==> config.mk <==
export PLATFORM = sky130hd
export DESIGN_NAME = mem_access_ctrl
export DESIGN_NICKNAME = d
export VERILOG_FILES = /design/src/rtl/mem_access_ctrl.sv
export SDC_FILE = /design/constraint.sdc
export NUM_CORES = 1
export LEC_CHECK = 0
export CAP_MARGIN = 20
export CORE_ASPECT_RATIO = 0.6
export CORE_MARGIN = 2
export CORE_UTILIZATION = 66
export DETAILED_ROUTE_END_ITERATION = 12
export DONT_BUFFER_PORTS = 1
export PLACE_DENSITY = 0.85
export SLEW_MARGIN = 40
export SYNTH_ARGS = -nofsm -noshare
export SYNTH_HDL_FRONTEND = slang
export SYNTH_SLANG_ARGS = --single-unit
==> constraint.sdc <==
create_clock -name clk -period 2.8 [get_ports clk]
set_clock_uncertainty 0.15 [all_clocks]
set_input_delay 0.28 -clock clk [delete_from_list [all_inputs] [get_ports clk]]
set_output_delay 0.28 -clock clk [all_outputs]
set_load 0.05 [all_outputs]
==> src/rtl/mem_access_ctrl.sv <==
`default_nettype none
// ============================================================================
//  Module   : mem_access_ctrl
//  Purpose  : MEM-stage access sequencer between the pipeline and a 32-bit
//             data RAM. Byte/halfword/word accesses take one RAM beat;
//             doubleword accesses are split into two word beats separated by
//             an idle GAP cycle so the RAM sees a fresh rising Enable edge.
//             Load data is zero/sign-extended to 64 bits. All outputs are
//             registered (Moore FSM: IDLE, BEAT0, GAP, BEAT1, RESP).
//  Ports    : clk, rst_n (async, active-low)
//             req_valid/req_rw/req_mode/req_signed/req_addr/req_wdata
//                                            - pipeline request
//             busy                           - pipeline stall
//             rsp_valid/rsp_rdata/align_err  - completion pulse + result
//             ram_enable/ram_rw/ram_mode/ram_addr/ram_wdata/ram_rdata
//                                            - data RAM interface
//  Config   : define MEM_ALIGN_CHECK_EN to compile in misalignment detection;
//             without it align_err stays 0 and every request is executed.
//  Revision : 1.0 - initial release
// ============================================================================
module mem_access_ctrl (
    input  logic        clk,
    input  logic        rst_n,
    input  logic        req_valid,
    input  logic        req_rw,
    input  logic [1:0]  req_mode,
    input  logic        req_signed,
    input  logic [31:0] req_addr,
    input  logic [63:0] req_wdata,
    output logic        busy,
    output logic        rsp_valid,
    output logic [63:0] rsp_rdata,
    output logic        align_err,
    output logic        ram_enable,
    output logic        ram_rw,
    output logic [1:0]  ram_mode,
    output logic [31:0] ram_addr,
    output logic [31:0] ram_wdata,
    input  logic [31:0] ram_rdata
);

    localparam logic [1:0] c_mode_byte = 2'b00;
    localparam logic [1:0] c_mode_half = 2'b01;
    localparam logic [1:0] c_mode_word = 2'b10;
    localparam logic [1:0] c_mode_dw   = 2'b11;

    typedef enum logic [2:0] {
        ST_IDLE  = 3'd0,
        ST_BEAT0 = 3'd1,
        ST_GAP   = 3'd2,
        ST_BEAT1 = 3'd3,
        ST_RESP  = 3'd4
    } state_t;

    state_t      r_state, w_state_nxt;

    // Request fields latched at the accepting edge
    logic        r_rw,      w_rw_nxt;
    logic [1:0]  r_mode,    w_mode_nxt;
    logic        r_signed,  w_signed_nxt;
    logic [31:0] r_addr,    w_addr_nxt;
    logic [31:0] r_wdata_lo, w_wdata_lo_nxt;
    // Upper word of a doubleword load, captured at the end of BEAT0
    logic [31:0] r_hi,      w_hi_nxt;

    // Next values of the registered outputs
    logic [63:0] w_rsp_rdata_nxt;
    logic        w_align_err_nxt;
    logic        w_ram_rw_nxt;
    logic [1:0]  w_ram_mode_nxt;
    logic [31:0] w_ram_addr_nxt;
    logic [31:0] w_ram_wdata_nxt;

    logic        w_misalign;

`ifdef MEM_ALIGN_CHECK_EN
    logic [2:0]  w_span;
    logic [32:0] w_last_byte;
    always_comb begin
        w_span = 3'd0;
        case (req_mode)
            c_mode_byte: w_span = 3'd0;
            c_mode_half: w_span = 3'd1;
            c_mode_word: w_span = 3'd3;
            default:     w_span = 3'd7;
        endcase
        // 33-bit sum so an address near 2^32 cannot wrap back under the limit
        w_last_byte = {1'b0, req_addr} + {30'd0, w_span};
        w_misalign  = ((req_addr[2:0] & w_span) != 3'd0) || (w_last_byte > 33'd255);
    end
`else
    assign w_misalign = 1'b0;
`endif

    function automatic logic [63:0] f_load_ext(input logic [1:0]  mode,
                                               input logic        sgn,
                                               input logic [31:0] data);
        logic [63:0] v;
        case (mode)
            c_mode_byte: v = {{56{sgn & data[7]}},  data[7:0]};
            c_mode_half: v = {{48{sgn & data[15]}}, data[15:0]};
            default:     v = {{32{sgn & data[31]}}, data[31:0]};
        endcase
        return v;
    endfunction

    always_comb begin
        w_state_nxt     = r_state;
        w_rw_nxt        = r_rw;
        w_mode_nxt      = r_mode;
        w_signed_nxt    = r_signed;
        w_addr_nxt      = r_addr;
        w_wdata_lo_nxt  = r_wdata_lo;
        w_hi_nxt        = r_hi;
        w_rsp_rdata_nxt = rsp_rdata;
        w_align_err_nxt = align_err;
        w_ram_rw_nxt    = ram_rw;
        w_ram_mode_nxt  = ram_mode;
        w_ram_addr_nxt  = ram_addr;
        w_ram_wdata_nxt = ram_wdata;

        case (r_state)
            ST_IDLE, ST_RESP: begin
                w_state_nxt = ST_IDLE;
                if (req_valid) begin
                    w_rw_nxt       = req_rw;
                    w_mode_nxt     = req_mode;
                    w_signed_nxt   = req_signed;
                    w_addr_nxt     = req_addr;
                    w_wdata_lo_nxt = req_wdata[31:0];
                    if (w_misalign) begin
                        w_state_nxt     = ST_RESP;
                        w_rsp_rdata_nxt = 64'd0;
                        w_align_err_nxt = 1'b1;
                    end else begin
                        // RAM drive for BEAT0 comes straight from the request,
                        // since the latches only update on this same edge.
                        w_state_nxt     = ST_BEAT0;
                        w_ram_rw_nxt    = req_rw;
                        w_ram_addr_nxt  = req_addr;
                        w_ram_mode_nxt  = (req_mode == c_mode_dw) ? c_mode_word : req_mode;
                        w_ram_wdata_nxt = (req_mode == c_mode_dw) ? req_wdata[63:32]
                                                                  : req_wdata[31:0];
                    end
                end
            end
            ST_BEAT0: begin
                if (r_mode == c_mode_dw) begin
                    w_state_nxt = ST_GAP;
                    w_hi_nxt    = ram_rdata;
                end else begin
                    w_state_nxt     = ST_RESP;
                    w_align_err_nxt = 1'b0;
                    w_rsp_rdata_nxt = r_rw ? 64'd0 : f_load_ext(r_mode, r_signed, ram_rdata);
                end
            end
            ST_GAP: begin
                w_state_nxt     = ST_BEAT1;
                w_ram_addr_nxt  = r_addr + 32'd4;
                w_ram_wdata_nxt = r_wdata_lo;
            end
            ST_BEAT1: begin
                w_state_nxt     = ST_RESP;
                w_align_err_nxt = 1'b0;
                w_rsp_rdata_nxt = r_rw ? 64'd0 : {r_hi, ram_rdata};
            end
            default: w_state_nxt = ST_IDLE;
        endcase
    end

    always_ff @(posedge clk or negedge rst_n) begin
        if (!rst_n) begin
            r_state    <= ST_IDLE;
            r_rw       <= 1'b0;
            r_mode     <= 2'b00;
            r_signed   <= 1'b0;
            r_addr     <= 32'd0;
            r_wdata_lo <= 32'd0;
            r_hi       <= 32'd0;
            busy       <= 1'b0;
            rsp_valid  <= 1'b0;
            rsp_rdata  <= 64'd0;
            align_err  <= 1'b0;
            ram_enable <= 1'b0;
            ram_rw     <= 1'b0;
            ram_mode   <= 2'b00;
            ram_addr   <= 32'd0;
            ram_wdata  <= 32'd0;
        end else begin
            r_state    <= w_state_nxt;
            r_rw       <= w_rw_nxt;
            r_mode     <= w_mode_nxt;
            r_signed   <= w_signed_nxt;
            r_addr     <= w_addr_nxt;
            r_wdata_lo <= w_wdata_lo_nxt;
            r_hi       <= w_hi_nxt;
            busy       <= (w_state_nxt == ST_BEAT0) || (w_state_nxt == ST_GAP) ||
                          (w_state_nxt == ST_BEAT1);
            rsp_valid  <= (w_state_nxt == ST_RESP);
            rsp_rdata  <= w_rsp_rdata_nxt;
            align_err  <= w_align_err_nxt;
            ram_enable <= (w_state_nxt == ST_BEAT0) || (w_state_nxt == ST_BEAT1);
            ram_rw     <= w_ram_rw_nxt;
            ram_mode   <= w_ram_mode_nxt;
            ram_addr   <= w_ram_addr_nxt;
            ram_wdata  <= w_ram_wdata_nxt;
        end
    end

endmodule
`default_nettype wire
After elaboration in Yosys (flattened, before gate mapping)
Index checks and enable logic that the tools add are counted.
Operators by class
  add/sub/neg operators: 1
  equality and inequality tests: 13
  mux-type cells: 16
  bitwise gates (word level): 3
  reduce and logical (&&, ||, !) cells: 12
Operators by type and width (number)
  one-hot mux 64 bit (2 select lines): 2
  2-to-1 mux 64 bit: 3
  one-hot mux 32 bit (2 select lines): 2
  2-to-1 mux 32 bit: 3
  adder 32 x 3 -> 32 bit, second input constant: 1
  == test 3 x 2 -> 1 bit, second input constant: 4
  one-hot mux 3 bit (4 select lines): 1
  AND reduction 2 bit: 4
  == test 3 x 1 -> 1 bit, second input constant: 2
  == test 3 bit, second input constant: 2
  == test 2 bit, second input constant: 2
  != test 2 bit, second input constant: 2
  nonzero test 2 bit: 2
  AND 1 bit: 3
  logical NOT 3 bit: 1
  logical OR 1 bit: 3
  2-to-1 mux 3 bit: 1
  == test 2 x 1 -> 1 bit, second input constant: 1
  logical NOT 2 bit: 1
  2-to-1 mux 1 bit: 2
  2-to-1 mux 2 bit: 1
  one-hot mux 1 bit (2 select lines): 1
  OR reduction 2 bit: 1
Word-level totals
  register bits after elaboration: 237
  bits of input ports: 135
  output and inout port bits: 135
  word-level logic and storage cells: 60

Logic depth before layout (Yosys ltp)
  word-level depth: 6
  gate-level depth with buffers: 9
  gate-level depth less buffers: 6

Worst setup path after synthesis
No wires, ideal clock.
  path kind: flip-flop to flip-flop
  from: reg r_rw
  to: reg rsp_rdata[40]
  setup time: 132 ps
  arrival time: 1549 ps
  required time: 2518 ps
  slack: 969 ps
  stages on the path, launching flop included: 6
  path buffers: 2
  period minus slack after synthesis: 1831 ps
  cells stage by stage: dfrtp_1 clkbuf_1 nor2_1 clkbuf_1 a21oi_1 o21ai_1
Between the ends
  cells in the longest elaborated chain, start to end: 3
  elaborated cells between the ends (all ways): 4
  those cells by class: 4 x mux
Ends and longest elaborated chain
  start, declared: line 58  | logic r_rw, w_rw_nxt;
  start signal, assigned: line 191  | r_rw <= w_rw_nxt;
  2-to-1 mux 64 bit: line 154  | w_rsp_rdata_nxt = r_rw ? 64'd0 : f_load_ext(r_mode, r_signed, ram_rdata);
  2-to-1 mux 64 bit: line 148  | if (r_mode == c_mode_dw) begin
  one-hot mux 64 bit (2 select lines) (*): line 122  | case (r_state)
  end signal, assigned: line 200  | rsp_rdata <= w_rsp_rdata_nxt;
  end, declared: line 32  | output logic [63:0] rsp_rdata,
Every way passes the cells marked *; elsewhere a longest branch is shown, timed or not. The select of a mux whose other input is x is not followed.
A chain may end at the register's enable or synchronous reset.

Final worst setup path
  from: reg r_state[0]
  to: reg ram_wdata[10]
Between the ends
  cells in the longest elaborated chain, start to end: 4
  elaborated cells between the ends (all ways): 8
  those cells by class: 3 x eq/ne; 1 x mux; 4 x reduce/logical
Ends and longest elaborated chain
  start, declared: line 55  | state_t r_state, w_state_nxt;
  start signal, assigned: line 190  | r_state <= w_state_nxt;
  == test 3 bit / logical NOT 3 bit (equally long branches): line 122
  OR reduction 2 bit: line 122
  != test 2 bit (no source line) / nonzero test 2 bit (equally long branches)
  AND reduction 2 bit (no source line)
  end signal, assigned: line 206  | ram_wdata <= w_ram_wdata_nxt;
  end, declared: line 38  | output logic [31:0] ram_wdata,
Parallel ways exist; a longest one is shown, timed or not.

==> impl_metrics.py <==
metrics = {
    "clock_network": {
        "clk_path_buf_depth": 3,
        "cts_hold_buf": 133,
        "post_cts_buffers": 0,
        "cts-htree-levels": 1,
        "cts_made_buffers": 21,
        "tritoncts": "built",
        "clk_pin_slew_ns": 0.06,
        "root_buffer": "clkbuf_16",
        "cts.sinks": 236,
        "cts_resized": 0,
        "clk_latency_ns": 0.49,
    },
    "pwr": {
        "power_density_nw_per_um2": 1320,
        "p_leak_nw": 5.92,
        "peakVddDrop_uv": 772,
    },
    "floorplan": {
        "core_um2": 15300,
        "die_h_um": 101,
        "rows": 35,
        "start_util": 0.673,
        "dieArea_um2": 16600,
        "pin_count": 270,
        "die_w_um": 165,
    },
    "placement": {
        "dp_hpwl_mm": 16.2,
        "globalplace.congestion": 0.823,
        "portBuffers": 0,
    },
    "routing": {
        "vias_per_cell": 6.23,
        "drc_errors": 0,
        "first_iter_violations": 881,
        "dr.pass1.iters": 5,
        "num_vias": 8291,
        "wl_mm": 28.5,
        "drtAntennaViolNets": 0,
        "drt-wirelength-per-cell_um": 21.4,
    },
    "worst_setup_path": {
        "critPathKind": "flip-flop to flip-flop",
        "cpPeakStageDelay_ns": 0.61,
        "crit_fanout": 60,
        "cp-start-kind": "flip-flop",
        "slowest_stage": "buf_4",
        "worst_ep_required_time_ns": 3.03,
        "arrival_ns": 2.40,
        "critPathCaptureType": "flip-flop",
        "crit_chain": "nor3b_4 > buf_4 > a22oi_1 > o21ai_0",
    },
    "grt": {
        "grt_pass1_wl_mm": 44.8,
        "grt_overflow": 0,
        "grt_pass1_vias": 8269,
        "antenna_found_initial": 1,
        "grt_use_total": 0.346,
        "grt_max_degree": 237,
    },
    "sta": {
        "drv_slew": 0,
        "finalSetupViolations": 0,
        "rsz0062_at_grt": "false",
        "slew_headroom": 0.508,
        "setup-tns-final_ns": 0,
        "hold_violations": 236,
        "worstMarginPinSlew_ns": 0.737,
        "fmax_mhz": 461,
        "min_period_ns": 2.17,
        "worst_hold_slack_ns": -0.674,
        "fin_crit_sh": 0.775,
    },
    "synth": {
        "syn-num-nets": 1147,
        "synth_area_um2": 10300,
        "syn_inst": 1011,
        "synth_warnings": 0,
        "synth.avg_cell_area_um2": 10.2,
        "synth_seq_cells": 236,
        "synth_top_area_frac": 0.574,
        "yosys-top-cells-area": "dfrtp_1 (57%), nand2_1 (9.9%), mux2_2 (3.5%)",
        "synth_ff_type": "dfrtp_1",
        "synth-edff-count": 0,
        "ys_types": 51,
        "yosysSeqAreaShare": 0.574,
        "yosysTopAreaCell": "dfrtp_1",
        "async_flop_share": 1.00,
    },
    "final_layout": {
        "layout.area.seq_um2": 5910,
        "layout.nets": 1252,
        "drive_gt1_frac": 0.0879,
        "layout_commonest_cell": "nand2_1",
        "mostFrequentLayoutCells": "nand2_1 (268), dfrtp_1 (236), dlygate4sd3_1 (133)",
        "multi_input_area_um2": 4060,
        "n_fill_cell": 851,
        "area_growth_pct": 20.8,
    },
    "hold_path": {
        "min_path_type": "input port to asynchronous set/reset pin",
    },
    "flow_run": {
        "cap_violations": 0,
    },
    "status": {
        "status": "finished with violations",
        "violations": "hold timing",
    },
}
==> final timing paths <==
path | to | from | cells past startpoint | slack, ns
worst max-delay path | ram_wdata[10]$_DFFE_PN0P_ | r_state[0]$_DFF_PN0_ | 4 | 0.63
worst min-delay path | r_addr[11]$_DFFE_PN0P_ | rst_n | 0 | -0.67
worst max register to register | ram_wdata[10]$_DFFE_PN0P_ | r_state[0]$_DFF_PN0_ | 4 | 0.63
worst min register to register | r_wdata_lo[30]$_DFFE_PN0P_ | r_wdata_lo[30]$_DFFE_PN0P_ | 2 | 0.33
max in group asynchronous | ram_addr[25]$_DFFE_PN0P_ | rst_n | 0 | 2.54
min in group clk | r_state[0]$_DFF_PN0_ | req_valid | 3 | 0.03
==> synth_stat cells (6+ instances only) <==
cell type,n
dfrtp_1,236
a22oi_1,32
nor2_1,34
a31oi_1,8
a22o_1,8
a21o_1,12
and3_1,19
clkbuf_1,37
a21oi_1,45
mux2i_1,33
o21ai_0,69
mux2_2,32
xor2_1,23
a211oi_1,12
o211ai_1,9
buf_2,12
nand3_1,15
nand2_1,270
buf_6,6
nand2b_1,11
o21ai_1,30
nand4_1,9
buf_1,7
==> final cells by class <==
type | count | area share
antenna | 1 | 0.000202
clock buffer | 30 | 0.0491
tap | 203 | 0.0205
timing repair buffer | 149 | 0.121
multi-input combinational | 703 | 0.327
inverter | 5 | 0.00151
sequential | 236 | 0.476
clock inverter | 3 | 0.00524
==> per-layer routing <==
| metal | wire length (um) | vias up | GRT usage |
|---|---|---|---|
| met5 | 0 | - | 0 |
| met4 | 770 | 0 | 0.102 |
| met3 | 2800 | 75 | 0.0810 |
| met2 | 13600 | 491 | 0.552 |
| met1 | 11400 | 4069 | 0.480 |
| li1 | - | 3656 | - |
==> flip-flops by register name, indices dropped and copies added (netlist names) <==
name / flops
r_addr: 32
ram_addr: 32
ram_mode: 2
ram_enable: 1
ram_wdata: 32
r_wdata_lo: 32
rsp_valid: 1
r_hi: 32
busy: 1
r_state: 3
r_signed: 1
r_rw: 1
rsp_rdata: 64
r_mode: 2
==> worst max-delay path: cells and delay by family, from the launching register on <==
family,cells,cell delay [ns]
buffers and inverters,1,0.61
AO/OA/AOI/OAI,2,0.49
flip-flops,1,0.48
AND/OR/NAND/NOR,1,0.29
==> power breakdown <==
group          switching [mW]  internal (mW)  leakage, nW  total, mW
clock network            1.23           1.69        0.332       2.91
logic                    2.59           1.75         2.64       4.34
registers                4.24           4.91         2.95       9.15
==> through the flow <==
step | power, mW | setup WS (ns) | instance area, um^2 | cells | util
final | 16.4 | 0.629 | 12400 | 1330 | 0.813
after global routing | 17.2 | 0.603 | 12400 | 1330 | 0.813
after detailed placement | 13.1 | 0.717 | 10400 | 1163 | 0.681
after global placement | 12.8 | 0.850 | 10400 | 1163 | 0.681
after CTS | 16.2 | 0.710 | 12400 | 1329 | 0.812
after floorplan | 11.9 | 0.969 | 10300 | 1011 | -
==> cells by family after synthesis <==
family                   Yosys count  share of synthesized area
AND/OR/NAND/NOR                  382                      0.167
AO/OA/AOI/OAI                    226                      0.132
flip-flops                       236                      0.574
adder cells (fa/ha/maj)            1                    0.00122
buffers and inverters             72                     0.0335
multiplexers                      66                     0.0683
XOR/XNOR                          27                     0.0230
other                              1                   0.000365
Power figures use the tool's default switching activity.
